==> src/rtl/rvfi_trk_pkg.sv <==
// Shared types for the RVFI retire tracker: capture, late and retire records,
// the per-lane stage entry, and a lane popcount helper.
package rvfi_trk_pkg;

    localparam int unsigned XLEN      = 32;
    localparam int unsigned MAX_LANES = 16;

    typedef struct packed {
        logic [XLEN-1:0] inst;
        logic [XLEN-1:0] pc_rdata;
        logic [4:0]      rs1_addr;
        logic [4:0]      rs2_addr;
        logic [XLEN-1:0] rs1_rdata;
        logic [XLEN-1:0] rs2_rdata;
        logic [4:0]      rd_addr;
        logic            load_regfile;
        logic            trap;
    } rec_t;

    typedef struct packed {
        logic [XLEN-1:0] pc_wdata;
        logic [XLEN-1:0] mem_addr;
        logic [3:0]      mem_rmask;
        logic [3:0]      mem_wmask;
        logic [XLEN-1:0] mem_wdata;
        logic [XLEN-1:0] mem_rdata;
    } late_t;

    typedef struct packed {
        rec_t            rec;
        late_t           late;
        logic [XLEN-1:0] rd_wdata;
    } retire_t;

    typedef struct packed {
        logic    valid;
        retire_t data;
    } stage_entry_t;

    // Number of set bits among the lowest n lanes of v.
    function automatic int unsigned popcount(input logic [MAX_LANES-1:0] v,
                                             input int unsigned n);
        int unsigned cnt;
        cnt = 0;
        for (int unsigned i = 0; i < MAX_LANES; i++) begin
            if ((i < n) && v[i]) begin
                cnt = cnt + 1;
            end
        end
        return cnt;
    endfunction

endpackage

==> src/rtl/rvfi_retire_tracker_if.sv <==
// Bundle between the core probe points and the retire tracker: per-stage
// stall/flush, capture and late records, writeback data, and the retire view.
interface rvfi_retire_tracker_if #(
    parameter int unsigned DEPTH   = 3,
    parameter int unsigned LANES   = 2,
    parameter int unsigned ORDER_W = 64
);
    import rvfi_trk_pkg::*;

    logic [DEPTH-1:0]             stall;
    logic [DEPTH-1:0]             flush;
    logic [LANES-1:0]             in_valid;
    rec_t  [LANES-1:0]            in_rec;
    late_t [LANES-1:0]            late_rec;
    logic [LANES-1:0][XLEN-1:0]   wb_rd_wdata;
    logic [LANES-1:0]             commit;
    retire_t [LANES-1:0]          out_rec;
    logic [LANES-1:0][ORDER_W-1:0] order;
    logic                         halt;

    modport master (
        output stall, flush, in_valid, in_rec, late_rec, wb_rd_wdata,
        input  commit, out_rec, order, halt
    );

    modport slave (
        input  stall, flush, in_valid, in_rec, late_rec, wb_rd_wdata,
        output commit, out_rec, order, halt
    );

endinterface

==> src/rtl/rvfi_trk_stage.sv <==
// One LANES-wide shadow stage: holds on stall, clears on flush, takes a bubble
// when the upstream stage is stalled, and optionally merges the late fields.
module rvfi_trk_stage
    import rvfi_trk_pkg::*;
#(
    parameter int unsigned LANES = 2,
    parameter bit          MERGE = 1'b0
) (
    input  logic                     clk,
    input  logic                     rst_n,
    input  logic                     stall,
    input  logic                     stall_up,
    input  logic                     flush,
    input  stage_entry_t [LANES-1:0] ent_i,
    input  late_t        [LANES-1:0] late_i,
    output stage_entry_t [LANES-1:0] ent_o
);

    logic    [LANES-1:0] vld_d, vld_q;
    retire_t [LANES-1:0] data_d, data_q;
    logic                unused_late;

    assign unused_late = MERGE ? 1'b0 : ^late_i;

    always_comb begin
        vld_d  = vld_q;
        data_d = data_q;
        for (int unsigned k = 0; k < LANES; k++) begin
            if (!stall) begin
                // A stalled upstream keeps its record, so taking it here too would duplicate it.
                vld_d[k]  = ent_i[k].valid & ~stall_up;
                data_d[k] = ent_i[k].data;
                if (MERGE) begin
                    data_d[k].late = late_i[k];
                end
            end
            if (flush) begin
                vld_d[k] = 1'b0;
            end
        end
    end

    always_ff @(posedge clk or negedge rst_n) begin
        if (!rst_n) begin
            vld_q <= '0;
        end else begin
            vld_q <= vld_d;
        end
    end

    always_ff @(posedge clk) begin
        data_q <= data_d;
    end

    always_comb begin
        ent_o = '0;
        for (int unsigned k = 0; k < LANES; k++) begin
            ent_o[k].valid = vld_q[k];
            ent_o[k].data  = data_q[k];
        end
    end

endmodule

==> src/rtl/rvfi_retire_tracker.sv <==
// Multi-lane RVFI shadow pipeline: DEPTH stage registers carry records from
// capture to retire, then retire, order numbering and halt detection.
module rvfi_retire_tracker
    import rvfi_trk_pkg::*;
#(
    parameter int unsigned DEPTH     = 3,
    parameter int unsigned LANES     = 2,
    parameter int unsigned MEM_STAGE = 1,
    parameter int unsigned ORDER_W   = 64
) (
    input  logic                  clk,
    input  logic                  rst_n,
    rvfi_retire_tracker_if.slave  bus
);

    localparam int unsigned LAST = DEPTH - 1;

    stage_entry_t [LANES-1:0]      cap_ent;
    stage_entry_t [LANES-1:0]      stg [DEPTH];

    logic [LANES-1:0]              commit;
    retire_t [LANES-1:0]           out_rec;
    logic [LANES-1:0][ORDER_W-1:0] order;
    logic [MAX_LANES-1:0]          commit_ext;
    logic [ORDER_W-1:0]            base_d, base_q;
    logic                          halt_d, halt_q;

    // Capture: only the early record exists here; late and writeback fields fill in downstream.
    always_comb begin
        cap_ent = '0;
        for (int unsigned k = 0; k < LANES; k++) begin
            cap_ent[k].valid    = bus.in_valid[k];
            cap_ent[k].data.rec = bus.in_rec[k];
        end
    end

    for (genvar i = 0; i < DEPTH; i++) begin : g_stage
        if (i == 0) begin : g_first
            rvfi_trk_stage #(
                .LANES (LANES),
                .MERGE (1'b0)
            ) u_stage (
                .clk      (clk),
                .rst_n    (rst_n),
                .stall    (bus.stall[0]),
                .stall_up (1'b0),
                .flush    (bus.flush[0]),
                .ent_i    (cap_ent),
                .late_i   (bus.late_rec),
                .ent_o    (stg[0])
            );
        end else begin : g_next
            rvfi_trk_stage #(
                .LANES (LANES),
                .MERGE (i == int'(MEM_STAGE) + 1)
            ) u_stage (
                .clk      (clk),
                .rst_n    (rst_n),
                .stall    (bus.stall[i]),
                .stall_up (bus.stall[i-1]),
                .flush    (bus.flush[i]),
                .ent_i    (stg[i-1]),
                .late_i   (bus.late_rec),
                .ent_o    (stg[i])
            );
        end
    end

    // Retire: last stage presented combinationally, rd_wdata merged here.
    always_comb begin
        commit  = '0;
        out_rec = '0;
        for (int unsigned k = 0; k < LANES; k++) begin
            commit[k]           = stg[LAST][k].valid & ~bus.stall[LAST];
            out_rec[k]          = stg[LAST][k].data;
            out_rec[k].rd_wdata = (stg[LAST][k].data.rec.rd_addr == 5'd0) ?
                                  '0 : bus.wb_rd_wdata[k];
        end
    end

    // Lanes below a bubble still number contiguously; only committing lanes consume orders.
    always_comb begin
        commit_ext = MAX_LANES'(commit);
        base_d     = base_q + ORDER_W'(popcount(commit_ext, LANES));
        halt_d     = halt_q;
        order      = '0;
        for (int unsigned k = 0; k < LANES; k++) begin
            order[k] = base_q + ORDER_W'(popcount(commit_ext, k));
            if (commit[k] &&
                (out_rec[k].late.pc_wdata == out_rec[k].rec.pc_rdata) &&
                (out_rec[k].rec.pc_rdata != '0)) begin
                halt_d = 1'b1;
            end
        end
    end

    always_ff @(posedge clk or negedge rst_n) begin
        if (!rst_n) begin
            base_q <= '0;
            halt_q <= 1'b0;
        end else begin
            base_q <= base_d;
            halt_q <= halt_d;
        end
    end

    assign bus.commit  = commit;
    assign bus.out_rec = out_rec;
    assign bus.order   = order;
    assign bus.halt    = halt_q;

endmodule

==> src/flat_wrapper.sv <==
// flat-port wrapper written by rule: the top's interface ports become plain ports
module rvfi_retire_tracker_flat import rvfi_trk_pkg::*;
#(
    parameter int unsigned DEPTH     = 3,
    parameter int unsigned LANES     = 2,
    parameter int unsigned MEM_STAGE = 1,
    parameter int unsigned ORDER_W   = 64
)
  (clk, rst_n, bus_stall, bus_flush, bus_in_valid, bus_in_rec, bus_late_rec, bus_wb_rd_wdata, bus_commit, bus_out_rec, bus_order, bus_halt);
  rvfi_retire_tracker_if #(.DEPTH(DEPTH), .LANES(LANES), .ORDER_W(ORDER_W)) bus_i ();
  input  logic clk;
  input  logic rst_n;
  input wire logic [$bits(bus_i.stall)-1:0] bus_stall;
  input wire logic [$bits(bus_i.flush)-1:0] bus_flush;
  input wire logic [$bits(bus_i.in_valid)-1:0] bus_in_valid;
  input wire logic [$bits(bus_i.in_rec)-1:0] bus_in_rec;
  input wire logic [$bits(bus_i.late_rec)-1:0] bus_late_rec;
  input wire logic [$bits(bus_i.wb_rd_wdata)-1:0] bus_wb_rd_wdata;
  output wire logic [$bits(bus_i.commit)-1:0] bus_commit;
  output wire logic [$bits(bus_i.out_rec)-1:0] bus_out_rec;
  output wire logic [$bits(bus_i.order)-1:0] bus_order;
  output wire logic [$bits(bus_i.halt)-1:0] bus_halt;
  assign bus_i.stall = bus_stall;
  assign bus_i.flush = bus_flush;
  assign bus_i.in_valid = bus_in_valid;
  assign bus_i.in_rec = bus_in_rec;
  assign bus_i.late_rec = bus_late_rec;
  assign bus_i.wb_rd_wdata = bus_wb_rd_wdata;
  assign bus_commit = bus_i.commit;
  assign bus_out_rec = bus_i.out_rec;
  assign bus_order = bus_i.order;
  assign bus_halt = bus_i.halt;
  rvfi_retire_tracker #(.DEPTH(DEPTH), .LANES(LANES), .MEM_STAGE(MEM_STAGE), .ORDER_W(ORDER_W)) u_core (.clk(clk), .rst_n(rst_n), .bus(bus_i));
endmodule
==> config.mk <==
export PLATFORM = sky130hd
export DESIGN_NAME = rvfi_retire_tracker_flat
export DESIGN_NICKNAME = d
export VERILOG_FILES = /design/src/rtl/rvfi_trk_pkg.sv /design/src/rtl/rvfi_retire_tracker_if.sv /design/src/rtl/rvfi_trk_stage.sv /design/src/rtl/rvfi_retire_tracker.sv /design/src/flat_wrapper.sv
export SDC_FILE = /design/constraint.sdc
export NUM_CORES = 1
export LEC_CHECK = 0
export ABC_AREA = 1
export BUFFER_PORTS_ARGS = -buffer_cell sky130_fd_sc_hd__buf_2
export CAP_MARGIN = 20
export CORE_AREA = 10 10 538 540
export CTS_BUF_LIST = sky130_fd_sc_hd__clkbuf_4
export CTS_CLUSTER_DIAMETER = 30
export DETAILED_ROUTE_END_ITERATION = 12
export DIE_AREA = 0 0 548 550
export PLACE_DENSITY = 0.39
export SLEW_MARGIN = 25
export SYNTH_ARGS = -nofsm -noshare
export SYNTH_HDL_FRONTEND = slang
export SYNTH_SLANG_ARGS = --single-unit
==> constraint.sdc <==
create_clock -name clk -period 18.6 [get_ports clk]
set_input_delay 0.93 -clock clk [delete_from_list [all_inputs] [get_ports clk]]
set_output_delay 0.93 -clock clk [all_outputs]
set_load 0.1 [all_outputs]
**Word-level counts from Yosys, hierarchy flattened**

Index checks and enable logic that the tools add are counted.

- Register bits: 1213
- Input bits: 636
- Output and inout bits: 757

- Add/subtract/negate cells: 3
- Eq/ne operators: 5
- Muxes and demuxes: 18
- Bitwise operators: 9
- Reduce and logical (&&, ||, !) cells: 9

Operators by type and width:

| operator | number |
|---|---|
| 64-bit by 1-bit adder with 64-bit output | 1 |
| 64-bit by 32-bit adder with 64-bit output | 1 |
| 32-bit == test | 2 |
| 32-bit two-way mux | 2 |
| 32-bit nonzero test | 2 |
| 1-bit two-way mux | 15 |
| 5-bit zero test | 2 |
| 1-bit AND | 6 |
| 2-bit by 1-bit inequality test with 1-bit output (second input constant) | 3 |
| 1-bit logical AND | 4 |
| 1-bit inverter | 3 |
| 1-bit by 1-bit adder with 2-bit output (second input constant) | 1 |
| 2-bit two-way mux | 1 |
| 2-bit nonzero test | 1 |

**Longest topological paths before layout**

- Depth after elaboration: 6
- Depth in mapped cells: 14

**Modules after synthesis**

A second synthesis with hierarchy kept.

- Cells, all modules: 3139
- Area, all modules: 63703.6 um2

Modules (own cells, without submodules):

| module | instances | cells each | area an instance (um2) | sequential area each (um2) |
|---|---|---|---|---|
| rvfi_trk_stage | 3 | 641 | 18901.9 | 18848.1 |
| rvfi_retire_tracker | 1 | 1216 | 6998.0 | 1626.6 |

**Worst setup path after synthesis**

No wires, ideal clock.

- Path kind: in2reg
- From: input port bus_stall[2]
- To: register u_core.base_q[48]
- Arrival time: 15.257 ns
- Data required time: 18.473 ns
- Slack: 3.216 ns
- Cell stages on the path: 12
- Cell sequence: inv_1 > nand2_1 > inv_1 > ha_1 > ha_1 > inv_1 > fa_1 > nor2_4 > nand2_2 > nor2_1 > nand4_1 > xor2_1

RTL lines:

| element | line | text |
|---|---|---|
| from (decl) | flat_wrapper.sv:13 | `input wire logic [$bits(bus_i.stall)-1:0] bus_stall;` |
| 1-bit inverter | rvfi_retire_tracker.sv:74 | `commit[k] = stg[LAST][k].valid & ~bus.stall[LAST];` |
| 1-bit AND | rvfi_retire_tracker.sv:74 |  |
| net bus_commit[1] | flat_wrapper.sv:19 | `output wire logic [$bits(bus_i.commit)-1:0] bus_commit;` |
| 2-bit two-way mux | rvfi_trk_pkg.sv:46 | `if ((i < n) && v[i]) begin` |
| 64-bit by 32-bit adder with 64-bit output | rvfi_retire_tracker.sv:84 | `base_d = base_q + ORDER_W'(popcount(commit_ext, LANES));` |
| net u_core.base_d[48] | rvfi_retire_tracker.sv:25 | `logic [ORDER_W-1:0] base_d, base_q;` |
| to (signal assigned) | rvfi_retire_tracker.sv:102 | `base_q <= base_d;` |
| to (decl) | rvfi_retire_tracker.sv:25 |  |

The timed path passes the listed nets, and every way through them passes these cells.
A chain may end at the register's enable or synchronous reset.

**Final worst setup path**

- From: register u_core.g_stage[2].g_next.u_stage.vld_q[0]
- To: output port bus_order[100]

- Cells in the longest elaborated chain, start to end: 3

RTL lines:

| element | line | text |
|---|---|---|
| from (decl) | rvfi_trk_stage.sv:19 | `logic [LANES-1:0] vld_d, vld_q;` |
| from (signal assigned) | rvfi_trk_stage.sv:47 | `vld_q <= vld_d;` |
| 1-bit AND | rvfi_retire_tracker.sv:74 |  |
| 1-bit two-way mux | rvfi_trk_pkg.sv:46 |  |
| 64-bit by 1-bit adder with 64-bit output | rvfi_retire_tracker.sv:88 | `order[k] = base_q + ORDER_W'(popcount(commit_ext, k));` |
| to (decl) | flat_wrapper.sv:21 | `output wire logic [$bits(bus_i.order)-1:0] bus_order;` |

Every way passes these cells.

==> run_summary.xml <==
<?xml version="1.0" encoding="UTF-8"?>
<metrics>
  <group name="yosys">
    <metric name="synth-xor-area-share" unit="%">2.38</metric>
    <metric name="cells_taking_the_most_area_after_synthesis" unit="">edfxtp_1 (75%), buf_4 (9.3%), dfrtp_1 (3.9%), nand2_1 (3.0%), inv_1 (2.2%)</metric>
    <metric name="synth.yosys.seq_area_share" unit="%">79.1</metric>
    <metric name="syn_avg_cell_area" unit="µm²">15.7</metric>
    <metric name="syn-cell-area" unit="µm²">45600</metric>
    <metric name="synth_seq_cells" unit="">1213</metric>
    <metric name="synthCells" unit="">2902</metric>
    <metric name="synth_simple_gate_area_share" unit="%">6.46</metric>
    <metric name="postSynthNetCount" unit="">3543</metric>
    <metric name="synth-adder-area-share" unit="%">0.154</metric>
    <metric name="share_of_the_synthesized_area_in_compound_gates_ao_oa_aoi_oai" unit="%">0.307</metric>
    <metric name="ys_warn_count" unit="">0</metric>
    <metric name="netlist-cell-type-count" unit="">27</metric>
    <metric name="synth_area_leader" unit="">edfxtp_1</metric>
    <metric name="yosys.area.top_type_share" unit="%">75.2</metric>
    <metric name="synth_top_family_by_area" unit="">buffers and inverters</metric>
    <metric name="muxShareOfSynthArea" unit="%">0</metric>
  </group>
  <group name="clocking">
    <metric name="cts-root-to-sink-buffers" unit="">4</metric>
    <metric name="clock-root-buffer" unit="">clkbuf_4</metric>
    <metric name="cts_hold_repair.buffers" unit="">570</metric>
    <metric name="setup_buffers_after_cts" unit="">0</metric>
    <metric name="clock_buffers_created_by_tritoncts" unit="">370</metric>
    <metric name="cts.htree.levels" unit="">5</metric>
    <metric name="cts_tree" unit="">yes</metric>
    <metric name="clkTransAtPathRegs" unit="ns">0.05</metric>
    <metric name="clock_sink_count" unit="">1213</metric>
    <metric name="post_cts_resized" unit="">0</metric>
    <metric name="clkLatencyLatePin" unit="ns">1.26</metric>
  </group>
  <group name="run">
    <metric name="max_cap_violations" unit="">0</metric>
  </group>
  <group name="place">
    <metric name="port-buffer-count" unit="">1392</metric>
    <metric name="placed_cells_incl_taps" unit="">7457</metric>
    <metric name="finalWeightedCongestion" unit="">0.941</metric>
    <metric name="pre_cts_ws" unit="ns">14.05</metric>
    <metric name="placed_standard_cell_area" unit="µm²">53100</metric>
    <metric name="post-dp-hpwl" unit="µm">171000</metric>
  </group>
  <group name="timing">
    <metric name="achievable-frequency" unit="MHz">201</metric>
    <metric name="setup_viol_count_final" unit="">0</metric>
    <metric name="fin_skew" unit="ns">0.130</metric>
    <metric name="slew_headroom" unit="%">32.3</metric>
    <metric name="finalWorstSetupSlack" unit="ns">13.62</metric>
    <metric name="final_min_period_over_clock_period" unit="%">26.8</metric>
    <metric name="rsz_0062_raised_after_global_routing" unit="">false</metric>
    <metric name="final-max-slew-violation-count" unit="">0</metric>
    <metric name="finalHoldViolCount" unit="">0</metric>
    <metric name="finalCriticalPeriod" unit="ns">4.98</metric>
    <metric name="tns" unit="ns">0</metric>
    <metric name="worst-slew-pin-transition" unit="ns">1.02</metric>
  </group>
  <group name="setup_path">
    <metric name="timing.rr.end" unit="">u_core.base_q[56]$_DFF_PN0_</metric>
    <metric name="largest_driver_fanout_on_the_critical_path" unit="">5</metric>
    <metric name="critPathLaunch" unit="">u_core.g_stage[2].g_next.u_stage.vld_q[0]$_DFFE_PN0P_</metric>
    <metric name="setup.reg_to_reg.worst_slack" unit="ns">16.03</metric>
    <metric name="destination_of_the_critical_timing_path" unit="">bus_order[100]</metric>
    <metric name="critPathArrivalTime" unit="ns">4.05</metric>
    <metric name="timing_worst_setup_path_type" unit="">register to output port</metric>
    <metric name="r2r-start" unit="">u_core.g_stage[2].g_next.u_stage.vld_q[1]$_DFFE_PN0P_</metric>
    <metric name="endpoint_required_time_on_the_critical_path" unit="ns">17.67</metric>
    <metric name="worstRegToRegCells" unit="">12</metric>
    <metric name="sort_of_element_at_the_start_of_the_critical_path" unit="">register</metric>
    <metric name="setup.worst_path.end_class" unit="">output port</metric>
  </group>
  <group name="cells_and_area">
    <metric name="areaGrowthSynthToFinish" unit="%">39.8</metric>
    <metric name="final_nets" unit="">5316</metric>
    <metric name="layout.cell_area.non_filler" unit="µm²">63800</metric>
    <metric name="fin_cells" unit="">8707</metric>
    <metric name="final.fill_count" unit="">29819</metric>
    <metric name="final_layout_size_suffix_gt1_share" unit="%">41.2</metric>
  </group>
  <group name="global_routing">
    <metric name="groute.usage.overall" unit="%">13.3</metric>
    <metric name="grt_pass1_vias" unit="">31840</metric>
    <metric name="grt_remaining_overflow" unit="">0</metric>
    <metric name="grt_first_pass_wirelength" unit="µm">277000</metric>
    <metric name="number_of_antenna_violations_at_the_first_check_in_global_routing" unit="">80</metric>
    <metric name="grt_max_degree" unit="">145</metric>
  </group>
  <group name="detailed_routing">
    <metric name="post-route-drc-count" unit="">0</metric>
    <metric name="final_antenna_net_count" unit="">0</metric>
    <metric name="first_iter_violations" unit="">1883</metric>
    <metric name="vias" unit="">29421</metric>
    <metric name="drt-total-wl" unit="µm">211000</metric>
    <metric name="detail_route.first_pass.iterations" unit="">8</metric>
    <metric name="vias_per_cell" unit="">3.38</metric>
    <metric name="routedWlPerCell" unit="µm">24.2</metric>
  </group>
  <group name="die">
    <metric name="floorplan.die_area" unit="µm²">301000</metric>
    <metric name="num_io_pins" unit="">1393</metric>
    <metric name="die_height" unit="µm">550</metric>
    <metric name="core_area" unit="µm²">278000</metric>
    <metric name="floorplan.rows" unit="">194</metric>
    <metric name="floorplan.initialDensity" unit="%">16.4</metric>
    <metric name="dieWidth" unit="µm">548</metric>
  </group>
  <group name="pwr">
    <metric name="p_leak" unit="nW">26.2</metric>
    <metric name="power" unit="W">0.00721</metric>
    <metric name="power_density" unit="nW/µm²">113</metric>
    <metric name="ir_drop" unit="µV">49.4</metric>
  </group>
  <group name="hold_path">
    <metric name="min-delay-path-class" unit="">input port to register</metric>
  </group>
  <group name="run_status">
    <metric name="status" unit="">finished, final reports clean</metric>
  </group>
</metrics>
[power by group]
part	internal [W]	switching, W	total, W
registers	0.00321	0.0000851	0.00329
logic	0.000209	0.000984	0.00119
clock network	0.00147	0.00125	0.00273
[layer usage]
metal	vias up	global-route usage [%]	part of all wire, %
met3	378	6.00	10
li1	13231	-	-
met1	14244	14.0	36
met2	1528	23.8	51
met4	40	3.59	2.6
met5	-	0	0.12
[how the worst min path moves through the flow]
| stage | cells after the start | startpoint | endpoint |
|---|---|---|---|
| floorplan | 0 | u_core.g_stage[0].g_first.u_stage.ent_o[168]$_DFFE_PN_ | u_core.g_stage[1].g_next.u_stage.ent_o[168]$_DFFE_PN_ |
| global placement | 0 | u_core.g_stage[1].g_next.u_stage.ent_o[507]$_DFFE_PN_ | u_core.g_stage[2].g_next.u_stage.ent_o[507]$_DFFE_PN_ |
| detailed placement | 0 | u_core.g_stage[0].g_first.u_stage.ent_o[168]$_DFFE_PN_ | u_core.g_stage[1].g_next.u_stage.ent_o[168]$_DFFE_PN_ |
| CTS | 4 | bus_stall[0] | u_core.g_stage[1].g_next.u_stage.vld_q[0]$_DFFE_PN0P_ |
| global route | 4 | bus_stall[0] | u_core.g_stage[1].g_next.u_stage.vld_q[0]$_DFFE_PN0P_ |
| finish | 4 | bus_stall[0] | u_core.g_stage[1].g_next.u_stage.vld_q[1]$_DFFE_PN0P_ |
[Yosys cell counts]
| cell type | instances |
|---|---|
| and2_1 | 2 |
| buf_2 | 1 |
| buf_4 | 562 |
| clkbuf_1 | 7 |
| clkbuf_2 | 8 |
| dfrtp_1 | 71 |
| edfxtp_1 | 1142 |
| fa_1 | 1 |
| ha_1 | 4 |
| inv_1 | 264 |
| inv_2 | 4 |
| nand2_1 | 365 |
| nand2_2 | 7 |
| nand3_1 | 68 |
| nand3b_1 | 3 |
| nand4_1 | 36 |
| nor2_1 | 161 |
| nor2_2 | 12 |
| nor2_4 | 6 |
| nor3_1 | 15 |
| nor3_2 | 6 |
| nor3_4 | 2 |
| o21ai_0 | 26 |
| o21ai_1 | 2 |
| or2_2 | 3 |
| xnor2_1 | 34 |
| xor2_1 | 90 |
[metrics by stage]
step	hold WS [ns]	utilization [%]
6_report	0.236	22.9
5_1_grt	0.0762	22.9
4_1_cts	0.0239	22.9
3_5_place_dp	0.405	19.1
2_1_floorplan	0.400	-
3_3_place_gp	0.400	19.1
[critical path, stage by stage (launching register included)]
cell,delay (ns)
dfrtp_1,0.32
inv_1,0.06
nor2_2,0.21
nand2_1,0.21
inv_1,0.19
ha_1,0.17
buf_4,0.15
inv_1,0.08
nor2_4,0.21
inv_1,0.09
nor2_2,0.21
nand2_1,0.12
inv_1,0.09
nand3_1,0.09
xnor2_1,0.22
buf_2,0.47
[cells by family after synthesis]
kind of cell	after synthesis
xor+xnor	124
buf+inv	846
simple gates	686
compound gates	28
flops	1213
fa+ha+maj	5
[cell type report]
cell class	count	area (µm²)	area share [%]
Tap cell	3724	4660	7.31
Antenna cell	34	85.1	0.133
Timing Repair Buffer	1979	12800	20.1
Inverter	268	1030	1.61
Clock inverter	135	1020	1.60
Multi-Input combinational cell	843	4250	6.67
Sequential cell	1213	36100	56.6
Clock buffer	511	3840	6.01
[flip-flops by register name (all words and copies together) (netlist names)]
signal / flops
u_core.base_q: 64
u_core.bus.halt: 1
u_core.g_stage.g_first.u_stage.ent_o: 290
u_core.g_stage.g_first.u_stage.vld_q: 2
u_core.g_stage.g_next.u_stage.ent_o: 852
u_core.g_stage.g_next.u_stage.vld_q: 4
[placed cells by master (no fill, tap or decap)]
cell           synthesis  final
nor3_2                 6      6
clkinv_2               0     42
diode_2                0     34
nor2_1               161    159
nand3_1               68     68
clkbuf_4               0    511
edfxtp_1            1142   1142
dfrtp_1               71     71
and2_1                 2      2
nand2_1              365    364
inv_8                  0      4
inv_6                  0      8
clkinv_1               0     60
clkinv_8               0      2
xnor2_1               34     34
nor2_2                12     14
inv_1                264    261
nor3_4                 2      2
o21ai_0               26     26
nand2_2                7      8
o21ai_1                2      2
clkinvlp_4             0      2
buf_2                  1   1392
buf_4                562     14
nand4_1               36     36
xor2_1                90     90
bufinv_16              0     14
buf_12                 0      2
nand3b_1               3      3
buf_6                  0      1
nor3_1                15     15
or2_2                  3      3
fa_1                   1      1
nor2_4                 6      6
inv_2                  4      7
dlygate4sd3_1          0    570
clkinv_4               0      3
ha_1                   4      4
(Power assumes the default switching activity.)
